[config.mk]
export PLATFORM = sky130hd
export DESIGN_NAME = cp0_intc
export DESIGN_NICKNAME = d
export VERILOG_FILES = /design/src/rtl/cp0_intc.sv
export SDC_FILE = /design/constraint.sdc
export NUM_CORES = 1
export LEC_CHECK = 0
export ABC_CLOCK_PERIOD_IN_PS = 2600
export BUFFER_PORTS_ARGS = -buffer_cell sky130_fd_sc_hd__buf_2
export CORE_UTILIZATION = 45
export DETAILED_ROUTE_END_ITERATION = 10
export GPL_TIMING_DRIVEN = 0
export HOLD_SLACK_MARGIN = 0.06
export PLACE_DENSITY_LB_ADDON = 0.25
export SETUP_SLACK_MARGIN = 0.3
export SLEW_MARGIN = 15
export SYNTH_ARGS = -nofsm -noshare
export SYNTH_HDL_FRONTEND = slang
export SYNTH_SLANG_ARGS = --single-unit
[constraint.sdc]
create_clock -name clk -period 2.6 [get_ports clk]
set_clock_uncertainty 0.05 [all_clocks]
set_input_delay 0.78 -clock clk [delete_from_list [all_inputs] [get_ports clk]]
set_output_delay 0.78 -clock clk [all_outputs]
set_load 0.05 [all_outputs]
[src/rtl/cp0_intc.sv]
// CP0 interrupt/exception controller: SR, Cause, EPC, PRId; CP0_COUNT_EN adds Count/Compare timer on IP[15].
// Latency: int_req and cp0_rdata are combinational; register state updates on the next rising edge.
// Backpressure: none; a pending int_req discards a coincident mtc0 write.
module cp0_intc #(
   parameter int unsigned        NUM_IRQ   = 3,
   parameter logic [NUM_IRQ-1:0] IRQ_LATCH = '1,
   parameter logic [31:0]        PRID      = 32'h2020_0007
) (
   input  logic               clk,
   input  logic               reset,
   input  logic [NUM_IRQ-1:0] hw_int,
   input  logic               exc_valid,
   input  logic [4:0]         exc_code,
   input  logic [31:0]        victim_pc,
   input  logic               victim_bd,
   input  logic [4:0]         cp0_addr,
   input  logic [31:0]        cp0_wdata,
   input  logic               cp0_we,
   input  logic               eret,
   output logic [31:0]        cp0_rdata,
   output logic [31:0]        epc,
   output logic               int_req
);

   typedef enum logic {ST_RUN = 1'b0, ST_HANDLER = 1'b1} state_t;

   localparam logic [4:0] A_COUNT   = 5'd9;
   localparam logic [4:0] A_COMPARE = 5'd11;
   localparam logic [4:0] A_SR      = 5'd12;
   localparam logic [4:0] A_CAUSE   = 5'd13;
   localparam logic [4:0] A_EPC     = 5'd14;
   localparam logic [4:0] A_PRID    = 5'd15;

   localparam logic [5:0] EXT_MASK = 6'((7'd1 << NUM_IRQ) - 7'd1);
`ifdef CP0_COUNT_EN
   localparam logic [5:0] IM_MASK = EXT_MASK | 6'h20;
`else
   localparam logic [5:0] IM_MASK = EXT_MASK;
`endif

   state_t             state_q, state_d;
   logic [5:0]         im_q, im_d;
   logic               ie_q, ie_d;
   logic               bd_q, bd_d;
   logic [4:0]         exc_code_q, exc_code_d;
   logic [31:0]        epc_q, epc_d;
   logic [NUM_IRQ-1:0] ip_q, ip_d;
   logic [NUM_IRQ-1:0] hw_prev_q, hw_prev_d;
`ifdef CP0_COUNT_EN
   logic [31:0]        count_q, count_d;
   logic [31:0]        compare_q, compare_d;
   logic               ip_tmr_q, ip_tmr_d;
`endif

   logic [5:0] ip_all;
   logic       exl;
   logic       irq_pend;
   logic       wr;

   always_comb begin
      ip_all = '0;
      ip_all[NUM_IRQ-1:0] = ip_q;
`ifdef CP0_COUNT_EN
      ip_all[5] = ip_tmr_q;
`endif
   end

   assign exl      = (state_q == ST_HANDLER);
   assign irq_pend = ie_q & |(ip_all & im_q);
   // Gated by reset so a live exc_valid cannot leak a request out while held in reset.
   assign int_req  = reset & ~exl & (exc_valid | irq_pend);
   assign wr       = cp0_we & ~int_req;
   assign epc      = epc_q;

   always_comb begin
      state_d    = state_q;
      im_d       = im_q;
      ie_d       = ie_q;
      bd_d       = bd_q;
      exc_code_d = exc_code_q;
      epc_d      = epc_q;
      hw_prev_d  = hw_int;
      for (int i = 0; i < NUM_IRQ; i++) begin
         if (IRQ_LATCH[i])
            ip_d[i] = (ip_q[i] & ~(wr && cp0_addr == A_CAUSE && cp0_wdata[10+i]))
                      | (hw_int[i] & ~hw_prev_q[i]);
         else
            ip_d[i] = hw_int[i];
      end
      if (wr && cp0_addr == A_SR) begin
         im_d = cp0_wdata[15:10] & IM_MASK;
         ie_d = cp0_wdata[0];
      end
      if (wr && cp0_addr == A_EPC)
         epc_d = cp0_wdata;
      if (int_req)
         state_d = ST_HANDLER;
      else if (eret)
         state_d = ST_RUN;
      else if (wr && cp0_addr == A_SR)
         state_d = state_t'(cp0_wdata[1]);
      if (int_req) begin
         bd_d       = victim_bd;
         epc_d      = victim_bd ? victim_pc - 32'd4 : victim_pc;
         exc_code_d = irq_pend ? 5'd0 : exc_code;
      end
`ifdef CP0_COUNT_EN
      count_d   = (wr && cp0_addr == A_COUNT) ? cp0_wdata : count_q + 32'd1;
      compare_d = (wr && cp0_addr == A_COMPARE) ? cp0_wdata : compare_q;
      ip_tmr_d  = (wr && cp0_addr == A_COMPARE) ? 1'b0 : (ip_tmr_q | (count_q == compare_q));
`endif
   end

   always_ff @(posedge clk or negedge reset) begin
      if (!reset) begin
         state_q    <= ST_RUN;
         im_q       <= '0;
         ie_q       <= 1'b0;
         bd_q       <= 1'b0;
         exc_code_q <= '0;
         epc_q      <= '0;
         ip_q       <= '0;
         hw_prev_q  <= '0;
`ifdef CP0_COUNT_EN
         count_q    <= '0;
         compare_q  <= '0;
         ip_tmr_q   <= 1'b0;
`endif
      end else begin
         state_q    <= state_d;
         im_q       <= im_d;
         ie_q       <= ie_d;
         bd_q       <= bd_d;
         exc_code_q <= exc_code_d;
         epc_q      <= epc_d;
         ip_q       <= ip_d;
         hw_prev_q  <= hw_prev_d;
`ifdef CP0_COUNT_EN
         count_q    <= count_d;
         compare_q  <= compare_d;
         ip_tmr_q   <= ip_tmr_d;
`endif
      end
   end

   always_comb begin
      cp0_rdata = '0;
      case (cp0_addr)
         A_SR:    cp0_rdata = {16'd0, im_q, 8'd0, exl, ie_q};
         A_CAUSE: cp0_rdata = {bd_q, 15'd0, ip_all, 3'd0, exc_code_q, 2'd0};
         A_EPC:   cp0_rdata = epc_q;
         A_PRID:  cp0_rdata = PRID;
`ifdef CP0_COUNT_EN
         A_COUNT:   cp0_rdata = count_q;
         A_COMPARE: cp0_rdata = compare_q;
`endif
         default: cp0_rdata = '0;
      endcase
   end

endmodule

* Word level (Yosys, flattened, before mapping)
Cells that the tools add are included.
** Storage, ports and cells
- Bits of input ports :: 83
- Register bits :: 49
** Cells by class
- Bitwise logic cells :: 23
- Add/subtract/negate cells :: 1
- Equal/unequal tests :: 4
- Mux-type cells :: 8
- Reduce and logical (&&, ||, !) cells :: 9
** Operators with widths (count)
- 32-bit one-hot mux with 4 select lines :: 1
- 32-bit two-way mux :: 3
- 32-bit by 3-bit subtractor with 32-bit output, second input constant :: 1
- 5-bit by 4-bit == test with 1-bit output, second input constant :: 4
- 1-bit AND :: 10
- 1-bit inverter :: 8
- 1-bit logical AND :: 6
- 6-bit OR reduction :: 1
- 5-bit two-way mux :: 1
- 1-bit bitwise OR :: 4
- 3-bit AND :: 1
- 1-bit two-way mux :: 3
- 3-bit nonzero test :: 1
- 2-bit nonzero test :: 1

* Longest topological paths before layout
- Depth in word-level cells :: 12
- Mapped depth :: 7

* Worst setup path before layout
No wires, ideal clock.
- Path kind :: input to output
- From :: input cp0_addr[0]
- To :: output cp0_rdata[31]
- Stages :: 5
- Arrival time :: 2246 ps
- Path slack :: -476 ps
- Cell sequence :: clkbuf_1 > nor2b_1 > clkbuf_1 > a22oi_1 > nor2_1
** Between the ends
- Word-level cells in the longest chain between the ends :: 2
- Elaborated cells on any way between the ends :: 5
- Classes of those cells :: eq/ne (4); mux (1)
** RTL lines
- start, declared :: RTL line 16 : input logic [4:0] cp0_addr,
- 5-bit by 4-bit == test with 1-bit output :: RTL line 148 : case (cp0_addr)
- 32-bit one-hot mux with 4 select lines (*) :: RTL line 148
- end, declared :: RTL line 20 : output logic [31:0] cp0_rdata,
Every way passes the cells marked *; elsewhere a longest branch is shown, timed or not.

* Final worst setup path
- From :: input cp0_addr[4]
- To :: output cp0_rdata[9]
Same word-level chain as after synthesis.

==> results.toml <==
[outcome]
status = "finished with violations"
violations = "negative setup slack"

[critical_path]
path_cells = "buf_6, nand3b_1, nor2b_4, buf_8, and2_4, buf_8"
worstSetupPathType = "primary input to primary output"
cp_data_required_time_ns = 1.77
cp.arrival_ns = 1.89
critPathSlowestCell = "nor2b_4"
start_kind = "primary input"
critPathMaxStageDelay_ns = 0.30
crit_path_end_kind = "primary output"
crit_top_cell = "buf_8"
path_max_fanout = 5

[hold_path]
hold_class = "primary input to async pin"

[pwr]
power.share.sequential = 0.352
ir_worst_vdd_mv = 0.513
p_clk_frac = 0.129
internal_power_mw = 1.76
p_leak_nw = 2.47
switching_share = 0.496
powerDensity_nw_per_um2 = 656
switching_power_mw = 1.73
combPwrFrac = 0.519

[synth]
yosysWarnings = 0
synth-seq-cells = 49
yosysSeqAreaShare = 0.385
synth_cells = 356
async_flop_share = 1.00
synth_area_um2 = 3190
ys_types = 42
synth_fp_nets = 440
synth-edff-count = 0
synth_flop_cell = "dfrtp_1"
syn_area_per_cell_um2 = 8.95

[cells_and_area]
n_antenna_cell = 0
fin_cells = 637
syn_to_final_growth_pct = 66.9
nets = 624
drive_gt1_frac = 0.503

[sta]
layout_min_cycle_time_ns = 2.72
setup_viol = 23
timing.fmax_mhz = 367
rsz0062_at_grt = "true"
relSlewSlack = 0.608
fin_ws_ns = -0.125
finalHoldViolations = 0
whs_ns = 0.215
drv_slew = 0
min_period_over_period = 1.05
worst_slew_pin_slew_ns = 0.583

[routing]
dr.pass1.iters = 5
routedWlPerCell_um = 19.5
drt_iter0_drc = 303
via_count = 3906
drcViolationCount = 0
routed_wirelength_mm = 12.4
routed_via_density = 6.13
final_antenna_net_count = 0

[global_route]
grt_pass1_wl_mm = 18.3
grt_pass1_vias = 3683
grt_usage = 0.321
grt_overflow = 0
antenna_found_initial = 0
grt_max_degree = 26
busiest_layer = "met2"
met3_usage = 0.0529
met1_usage = 0.431
met2_usage = 0.522

[place]
dp_hpwl_mm = 7.88
place.gp.congestion = 0.879
port_buffers = 146
dp.cells = 598

[floorplanning]
die_h_um = 86.2
die-width_um = 86.2
ios = 148
dieArea_um2 = 7420
start_util = 0.466
core_region_area_um2 = 6830
fp-row-count = 30

[clock_network]
clock_sink_count = 49
cts_buffers = 5
cts-hold-fix-buffers = 0
clockRootBuffer = "clkbuf_8"
cts_tree = "yes"
clkTransAtPathRegs_ns = 0.08
clock_latency_ns = 0.31
clk_path_buf_depth = 2
h-tree-depth = 2

[job]
cap_viol_max_count = 0
==> through the flow <==
step                setup WS [ns]  setup TNS (ns)  instance area [um^2]  utilization  total power [mW]
global route               -0.142           -2.80                  5320        0.778              3.63
floorplan                  -0.105          -0.698                  3520            -              2.42
global placement            -1.03          -36.16                  4370        0.640              2.85
detailed placement          -1.05          -37.65                  4370        0.640              2.88
CTS                       -0.0855           -1.18                  5080        0.743              3.40
finish                     -0.125           -2.23                  5320        0.778              3.49
==> cells in the final DEF (no fill, tap or decap), types with 4 or more instances in the layout <==
cell type and n:
a211oi_1 33, a21oi_1 10, a21oi_4 5, a22o_1 9
a22oi_2 5, a31oi_1 10, and2_4 19, and3_1 18
and4_1 9, buf_2 107, buf_4 27, buf_6 16
buf_8 30, clkbuf_1 11, clkbuf_16 5, clkbuf_2 5
clkbuf_8 7, dfrtp_1 49, inv_1 8, mux2_2 4
mux2i_1 19, nand2_1 15, nand4_1 4, nor2_1 15
nor2_4 9, nor2b_4 4, nor3_1 9, o21ai_0 10
or3_1 4, or4_1 8, xnor2_1 8
==> layout make-up <==
class / instances / area, um^2
repair buffers: 177 / 1390
clock inverters: 2 / 10.0
fillers: 466 / 1510
flip-flops and latches: 49 / 1230
multi-input cells: 271 / 2210
well taps: 96 / 120
inverters: 9 / 33.8
plain buffers: 27 / 256
clock buffers: 6 / 72.6
==> flip-flops by register name (all words and copies together) (netlist names) <==
register,count
epc,32
hw_prev_q,3
bd_q,1
ie_q,1
im_q,3
exl,1
exc_code_q,5
ip_q,3
==> final timing paths <==
kind | start | endpoint | slack [ns] | cells after the start
setup / recovery | cp0_addr[4] | cp0_rdata[9] | -0.12 | 6
setup reg to reg | im_q[2]$_DFFE_PN0P_ | ip_q[1]$_DFF_PN0_ | 0.41 | 6
hold reg to reg | exc_code_q[0]$_DFFE_PN0N_ | exc_code_q[0]$_DFFE_PN0N_ | 0.47 | 1
max in group asynchronous | reset | epc[22]$_DFFE_PN0P_ | 1.98 | 1
hold / removal | reset | epc[26]$_DFFE_PN0P_ | 0.22 | 1
min in group clk | exc_code_q[0]$_DFFE_PN0N_ | exc_code_q[0]$_DFFE_PN0N_ | 0.47 | 1
==> power groups by stage <==
stage / combinational [mW] / sequential [mW] / clock (mW)
6_report: 1.81 / 1.23 / 0.448
2_1_floorplan: 0.544 / 1.87 / 0
3_5_place_dp: 1.66 / 1.22 / 0
3_3_place_gp: 1.64 / 1.21 / 0
4_1_cts: 1.74 / 1.22 / 0.450
5_1_grt: 1.89 / 1.26 / 0.480
==> per-layer routing <==
layer | up-vias | wire length [um]
met2 | 265 | 6000
met4 | 0 | 367
met5 | - | 0
met3 | 44 | 1200
li1 | 1717 | -
met1 | 1880 | 4840
==> synthesized netlist by cell type, drive strengths merged, types with 2 or more instances <==
| cell | instances | area share |
|---|---|---|
| dfrtp | 49 | 0.38 |
| a211oi | 33 | 0.078 |
| nor2 | 26 | 0.031 |
| clkbuf | 22 | 0.026 |
| and2 | 20 | 0.039 |
| mux2i | 19 | 0.060 |
| and3 | 18 | 0.035 |
| a21oi | 16 | 0.025 |
| nand2 | 16 | 0.019 |
| o21ai | 12 | 0.019 |
| or4 | 11 | 0.027 |
| a31oi | 10 | 0.020 |
| nor3 | 10 | 0.016 |
| a22o | 9 | 0.025 |
| and4 | 9 | 0.025 |
| inv | 9 | 0.011 |
| xnor2 | 8 | 0.022 |
| nor4 | 6 | 0.012 |
| o31ai | 6 | 0.014 |
| a22oi | 5 | 0.012 |
| buf | 5 | 0.0075 |
| mux2 | 4 | 0.014 |
| nand4 | 4 | 0.0079 |
| nor2b | 4 | 0.0079 |
| or3 | 4 | 0.0079 |
| nand4b | 3 | 0.0082 |
| o41ai | 3 | 0.0082 |
| a21o | 2 | 0.0047 |
| nand3 | 2 | 0.0031 |
| xor2 | 2 | 0.0055 |
==> kinds of logic after synthesis <==
| logic type | Yosys count | synth area share |
|---|---|---|
| buffers and inverters | 36 | 0.0440 |
| and+or+nand+nor | 140 | 0.258 |
| muxes | 23 | 0.0738 |
| AOI/OAI and AO/OA | 97 | 0.208 |
| xor gates and xnor gates | 10 | 0.0275 |
| DFF | 49 | 0.385 |
| adders and majority gates | 1 | 0.00393 |
==> worst max-delay path: cells and delay by family <==
kind          cells  cell delay [ns]
simple gates      3             0.71
buf+inv           3             0.40
==> timing repair <==
action	CTS	global route
endpoints found under the setup margin	79	55
pin swaps	28	9
gates resized for setup	122	39
buffers inserted	14	11
cloned	5	1
No activity file was read; power rests on OpenSTA's default activity.
